`src/rtl/mat_deser_if.sv`:
```
// fixedp: common clock/reset bundle shared by the fixed-point matrix operators.
// WIDTH is the element width; the consuming block's WIDTH must match it.
interface fixedp #(
  parameter int WIDTH = 16
) ();
  typedef logic [WIDTH-1:0] elem_t;

  logic clk;
  logic reset;

  modport master (output clk, output reset);
  modport slave  (input  clk, input  reset);
endinterface

```
`src/rtl/mat_deser.sv`:
```
// mat_deser: row-major element stream -> held ROWS x COLS matrix with valid/ready.
// Define MAT_DESER_DBUF_EN to add a shadow matrix that removes the per-matrix bubble.
//
// Handshakes: a beat transfers on a rising edge where valid && ready. in_ready is
// never a function of in_valid, and out_valid is never a function of out_ready.
module mat_deser #(
  parameter int ROWS  = 3,
  parameter int COLS  = 2,
  parameter int WIDTH = 16
) (
  fixedp.slave                              g,
  input  logic [WIDTH-1:0]                  in_data,
  input  logic                              in_valid,
  output logic                              in_ready,
  output logic [ROWS:1][COLS:1][WIDTH-1:0]  f,
  output logic                              out_valid,
  input  logic                              out_ready,
  output logic                              dbg_state
);
  localparam int RW = $clog2(ROWS + 1);
  localparam int CW = $clog2(COLS + 1);
  localparam logic [RW-1:0] ROW_MAX = RW'(ROWS);
  localparam logic [CW-1:0] COL_MAX = CW'(COLS);

  typedef enum logic {FILL = 1'b0, FULL = 1'b1} state_t;

  state_t        state;
  logic [RW-1:0] row;
  logic [CW-1:0] col;
  logic          accept;
  logic          last;

  assign accept    = in_valid && in_ready;
  assign last      = (row == ROW_MAX) && (col == COL_MAX);
  assign dbg_state = (state == FULL);

  // 1-based write pointer; wraps to (1,1) when the last element is accepted.
  always_ff @(posedge g.clk or posedge g.reset) begin
    if (g.reset) begin
      row <= RW'(1);
      col <= CW'(1);
    end else if (accept) begin
      if (col == COL_MAX) begin
        col <= CW'(1);
        row <= (row == ROW_MAX) ? RW'(1) : row + RW'(1);
      end else begin
        col <= col + CW'(1);
      end
    end
  end

`ifdef MAT_DESER_DBUF_EN
  logic [ROWS:1][COLS:1][WIDTH-1:0] sh;
  logic [ROWS:1][COLS:1][WIDTH-1:0] sh_nxt;
  logic                             sh_full;

  always_comb begin
    sh_nxt           = sh;
    sh_nxt[row][col] = in_data;
  end

  // Input stalls only while a completed shadow waits behind a held output.
  assign in_ready = !g.reset && !sh_full;

  always_ff @(posedge g.clk or posedge g.reset) begin
    if (g.reset) begin
      state     <= FILL;
      f         <= '0;
      out_valid <= 1'b0;
      sh        <= '0;
      sh_full   <= 1'b0;
    end else begin
      if (out_valid && out_ready) begin
        if (sh_full) begin
          f       <= sh;
          sh_full <= 1'b0;
        end else begin
          state     <= FILL;
          out_valid <= 1'b0;
        end
      end
      // Completion wins over a same-cycle release so out_valid stays high.
      if (accept) begin
        sh <= sh_nxt;
        if (last) begin
          if (!out_valid || out_ready) begin
            f         <= sh_nxt;
            state     <= FULL;
            out_valid <= 1'b1;
          end else begin
            sh_full <= 1'b1;
          end
        end
      end
    end
  end
`else
  assign in_ready = !g.reset && (state == FILL);

  always_ff @(posedge g.clk or posedge g.reset) begin
    if (g.reset) begin
      state     <= FILL;
      f         <= '0;
      out_valid <= 1'b0;
    end else begin
      case (state)
        FILL: begin
          if (accept) begin
            f[row][col] <= in_data;
            if (last) begin
              state     <= FULL;
              out_valid <= 1'b1;
            end
          end
        end
        FULL: begin
          if (out_ready) begin
            state     <= FILL;
            out_valid <= 1'b0;
          end
        end
        default: begin
          state     <= FILL;
          out_valid <= 1'b0;
        end
      endcase
    end
  end
`endif

endmodule

```
`src/flat_wrapper.sv`:
```
// flat-port wrapper written by rule: the top's interface ports become plain ports
module mat_deser_flat 
#(
  parameter int ROWS  = 3,
  parameter int COLS  = 2,
  parameter int WIDTH = 16
)
  (in_data, in_valid, in_ready, f, out_valid, out_ready, dbg_state, g_clk, g_reset);
  fixedp #(.WIDTH(WIDTH)) g_i ();
  input  logic [WIDTH-1:0] in_data;
  input  logic in_valid;
  output logic in_ready;
  output logic [ROWS:1][COLS:1][WIDTH-1:0] f;
  output logic out_valid;
  input  logic out_ready;
  output logic dbg_state;
  input wire logic [$bits(g_i.clk)-1:0] g_clk;
  input wire logic [$bits(g_i.reset)-1:0] g_reset;
  assign g_i.clk = g_clk;
  assign g_i.reset = g_reset;
  mat_deser #(.ROWS(ROWS), .COLS(COLS), .WIDTH(WIDTH)) u_core (.g(g_i), .in_data(in_data), .in_valid(in_valid), .in_ready(in_ready), .f(f), .out_valid(out_valid), .out_ready(out_ready), .dbg_state(dbg_state));
endmodule
```
`config.mk`:
```
export PLATFORM = sky130hd
export DESIGN_NAME = mat_deser_flat
export DESIGN_NICKNAME = d
export VERILOG_FILES = /design/src/rtl/mat_deser_if.sv /design/src/rtl/mat_deser.sv /design/src/flat_wrapper.sv
export SDC_FILE = /design/constraint.sdc
export NUM_CORES = 1
export LEC_CHECK = 0
export ABC_AREA = 0
export CAP_MARGIN = 0
export CORE_MARGIN = 10
export CORE_UTILIZATION = 47
export CTS_CLUSTER_SIZE = 20
export DETAILED_ROUTE_END_ITERATION = 8
export PLACE_DENSITY_LB_ADDON = 0.05
export RECOVER_POWER = 50
export SLEW_MARGIN = 20
export SYNTH_ARGS = -nofsm -noshare
export SYNTH_HDL_FRONTEND = slang
export SYNTH_SLANG_ARGS = --single-unit
```
`constraint.sdc`:
```
create_clock -name g_clk -period 4.7 [get_ports g_clk]
set_clock_uncertainty 0.05 [all_clocks]
set_input_delay 0.94 -clock g_clk [delete_from_list [all_inputs] [get_ports g_clk]]
set_output_delay 0.94 -clock g_clk [all_outputs]
set_load 0.1 [all_outputs]
```
==> impl_metrics.yaml <==
clock_tree:
  post-cts-setup-buffers: 0
  clk_latency_ns: 0.35
  clock-sinks: 102
  cts_inserted_buffers: 9
  clockBufferDepth: 2
  htreeDepth: 3
  cts_tree: "yes"
  cts-root-buf: "clkbuf_8"
  clkTransAtPathRegs_ns: 0.10
  cts_hold_buf: 0
  cts.repair.resized: 0
synthesis:
  ys_warn_count: 0
  avgSynthCellArea_um2: 18.1
  ys_ff_latch: 102
  syn_area_mm2: 0.00418
  synth_nets: 254
  netlist_instances: 231
  synth_cell_types: 16
  seq_area_frac_synth_pct: 61.2
sta:
  drv_slew: 50
  worst_pin_slew_ns: 2.13
  setup_tns_ns: 0
  setup-violations-final: 0
  finalCritPeriodShare_pct: 74.5
  max_slew_margin_pct: -43.1
  hold_viol_final: 0
  fin_crit_ns: 3.50
  fmax_ghz: 0.286
  setup_ws_ns: 1.20
  grt_setup_unrepaired: "false"
floorplan:
  die_y_um: 114
  die-area_mm2: 0.0131
  initial_utilization_pct: 48.1
  die_w_um: 114
  core_area_mm2: 0.00868
  io-pin-count: 119
  rows: 34
setup_path:
  rr_worst_depth: 3
  cp_num_buf_inv: 2
  path_class: "primary input to output port"
  path_max_fanout: 3
  cp-end-kind: "output port"
  slowest_stage: "clkbuf_1"
  critical-path-top-delay-family: "buffers and inverters"
  path_cells: "dlygate4sd3_1 > nor2_1 > clkbuf_1"
  r2r-end: "u_core.f[20]$_DFFE_PP0P_"
  required_ns: 3.71
  r2r_start: "u_core.dbg_state$_DFF_PP0_"
  ff2ff_setup_slack_ns: 2.26
  start_kind: "primary input"
  critical_path_arrival_ns: 2.51
  slowest_delay_ns: 0.87
layout:
  area_growth_pct: 34.4
  final_common_cell: "dfrtp_1"
  final_cell_mix: "dfrtp_1, clkdlybuf4s50_1, mux2_4, dlygate4sd3_1, mux2_2"
  nNetsFinal: 379
  drive_gt1_share_pct: 34.2
  ff_latch_area_mm2: 0.00255
  insertedDiodeCount: 0
  fillerInstances: 664
  fin_area_mm2: 0.00561
  multi_input_area_mm2: 0.00153
global_routing:
  grt_pass1_vias: 2600
  grtUsageTotal_pct: 14.6
  grt_max_degree: 50
  grt_overflow: 0
  antenna_found_initial: 0
  grt_pass1_wl_mm: 15.0
route:
  vias: 2354
  drt-wirelength-per-cell_um: 20.0
  drtAntennaViolNets: 0
  drt_iter0_drc: 63
  firstDrtPassIters: 4
  vias_per_cell: 5.03
  drc_errors: 0
  wl_mm: 9.38
run:
  cap_violations: 1
outcome:
  status: "complete, but fails checks"
  failed_checks: "max-capacitance violations, max-slew violations"
worst_hold_path:
  min_delay_path_depth: 2
  hold_path.class: "flip-flop to flip-flop"
  min_to: "u_core.out_valid$_DFFE_PP0P_"
  min_from: "u_core.out_valid$_DFFE_PP0P_"
placed_design:
  gp_congestion: 0.688
  dpl.hpwl_mm: 6.59
  io_buffers: 118
  postPlaceCellArea_mm2: 0.00544
  post-place-ws_ns: 1.20
==> cell usage after synthesis, drive strengths merged <==
library cell | n | area share, %
and2b | 2 | 0.36
dfstp | 2 | 1.3
o21ai | 1 | 0.12
nor2 | 1 | 0.090
nor3b | 1 | 0.30
mux2i | 1 | 0.24
nand3 | 6 | 2.5
dfrtp | 100 | 60
buf | 7 | 1.9
ha | 3 | 0.90
inv | 4 | 0.36
mux2 | 97 | 31
xor2 | 1 | 0.21
a21boi | 1 | 0.18
nand2 | 4 | 0.36
==> layout make-up <==
type	instances	area share (%)
Multi-Input combinational cell	118	27.2
Clock buffer	10	2.27
Clock inverter	5	1.05
Inverter	4	0.290
Timing Repair Buffer	121	21.3
Tap cell	108	2.41
Sequential cell	102	45.5
==> metal layers <==
layer | share of wire, % | GRT usage (%)
met1 | 45 | 18.6
met2 | 46 | 21.9
met3 | 8.6 | 6.45
met4 | 0.66 | 4.01
met5 | 0 | 0
==> worst register-to-register path, delay by kind of cell, from the launching register on <==
| family | cells | cell delay, ns |
|---|---|---|
| mux | 1 | 0.44 |
| simple gates | 2 | 1.40 |
| flops | 1 | 0.43 |
==> flip-flops by register name, indices dropped and copies added, names as in the netlist <==
name              cells
u_core.col            2
u_core.f             96
u_core.dbg_state      1
u_core.row            2
u_core.out_valid      1
==> how the worst max path moves through the flow <==
stage	from	to	cells after the start
floorplan	g_reset	u_core.col[1]$_DFFE_PP0P_	1
global placement	g_reset	u_core.f[72]$_DFFE_PP0P_	4
detailed placement	g_reset	u_core.f[69]$_DFFE_PP0P_	4
CTS	g_reset	u_core.f[68]$_DFFE_PP0P_	4
global route	g_reset	in_ready	3
finish	g_reset	in_ready	3
==> metrics by stage <==
step | cells | utilization, % | hold WS (ns)
3_5_place_dp | 453 | 62.6 | 0.428
6_report | 468 | 64.7 | 0.436
2_1_floorplan | 231 | - | 0.440
5_1_grt | 468 | 64.7 | 0.463
3_3_place_gp | 453 | 62.6 | 0.420
4_1_cts | 468 | 64.8 | 0.452
==> cells by family (layout without fill, tap and decap cells) <==
logic type               count (synthesis)  count (layout)  share of synthesized area, %
flip-flops                             102             102                          61.2
multiplexers                            98              98                          31.5
AND/OR/NAND/NOR                         14              14                          3.63
buffers and inverters                   11             140                          2.25
adder cells (fa/ha/maj)                  3               3                         0.899
AO/OA/AOI/OAI                            2               2                         0.300
XOR/XNOR                                 1               1                         0.210
Power is not shown: default switching activity piles up to over one toggle a cycle in this logic, so the estimate is an artifact.
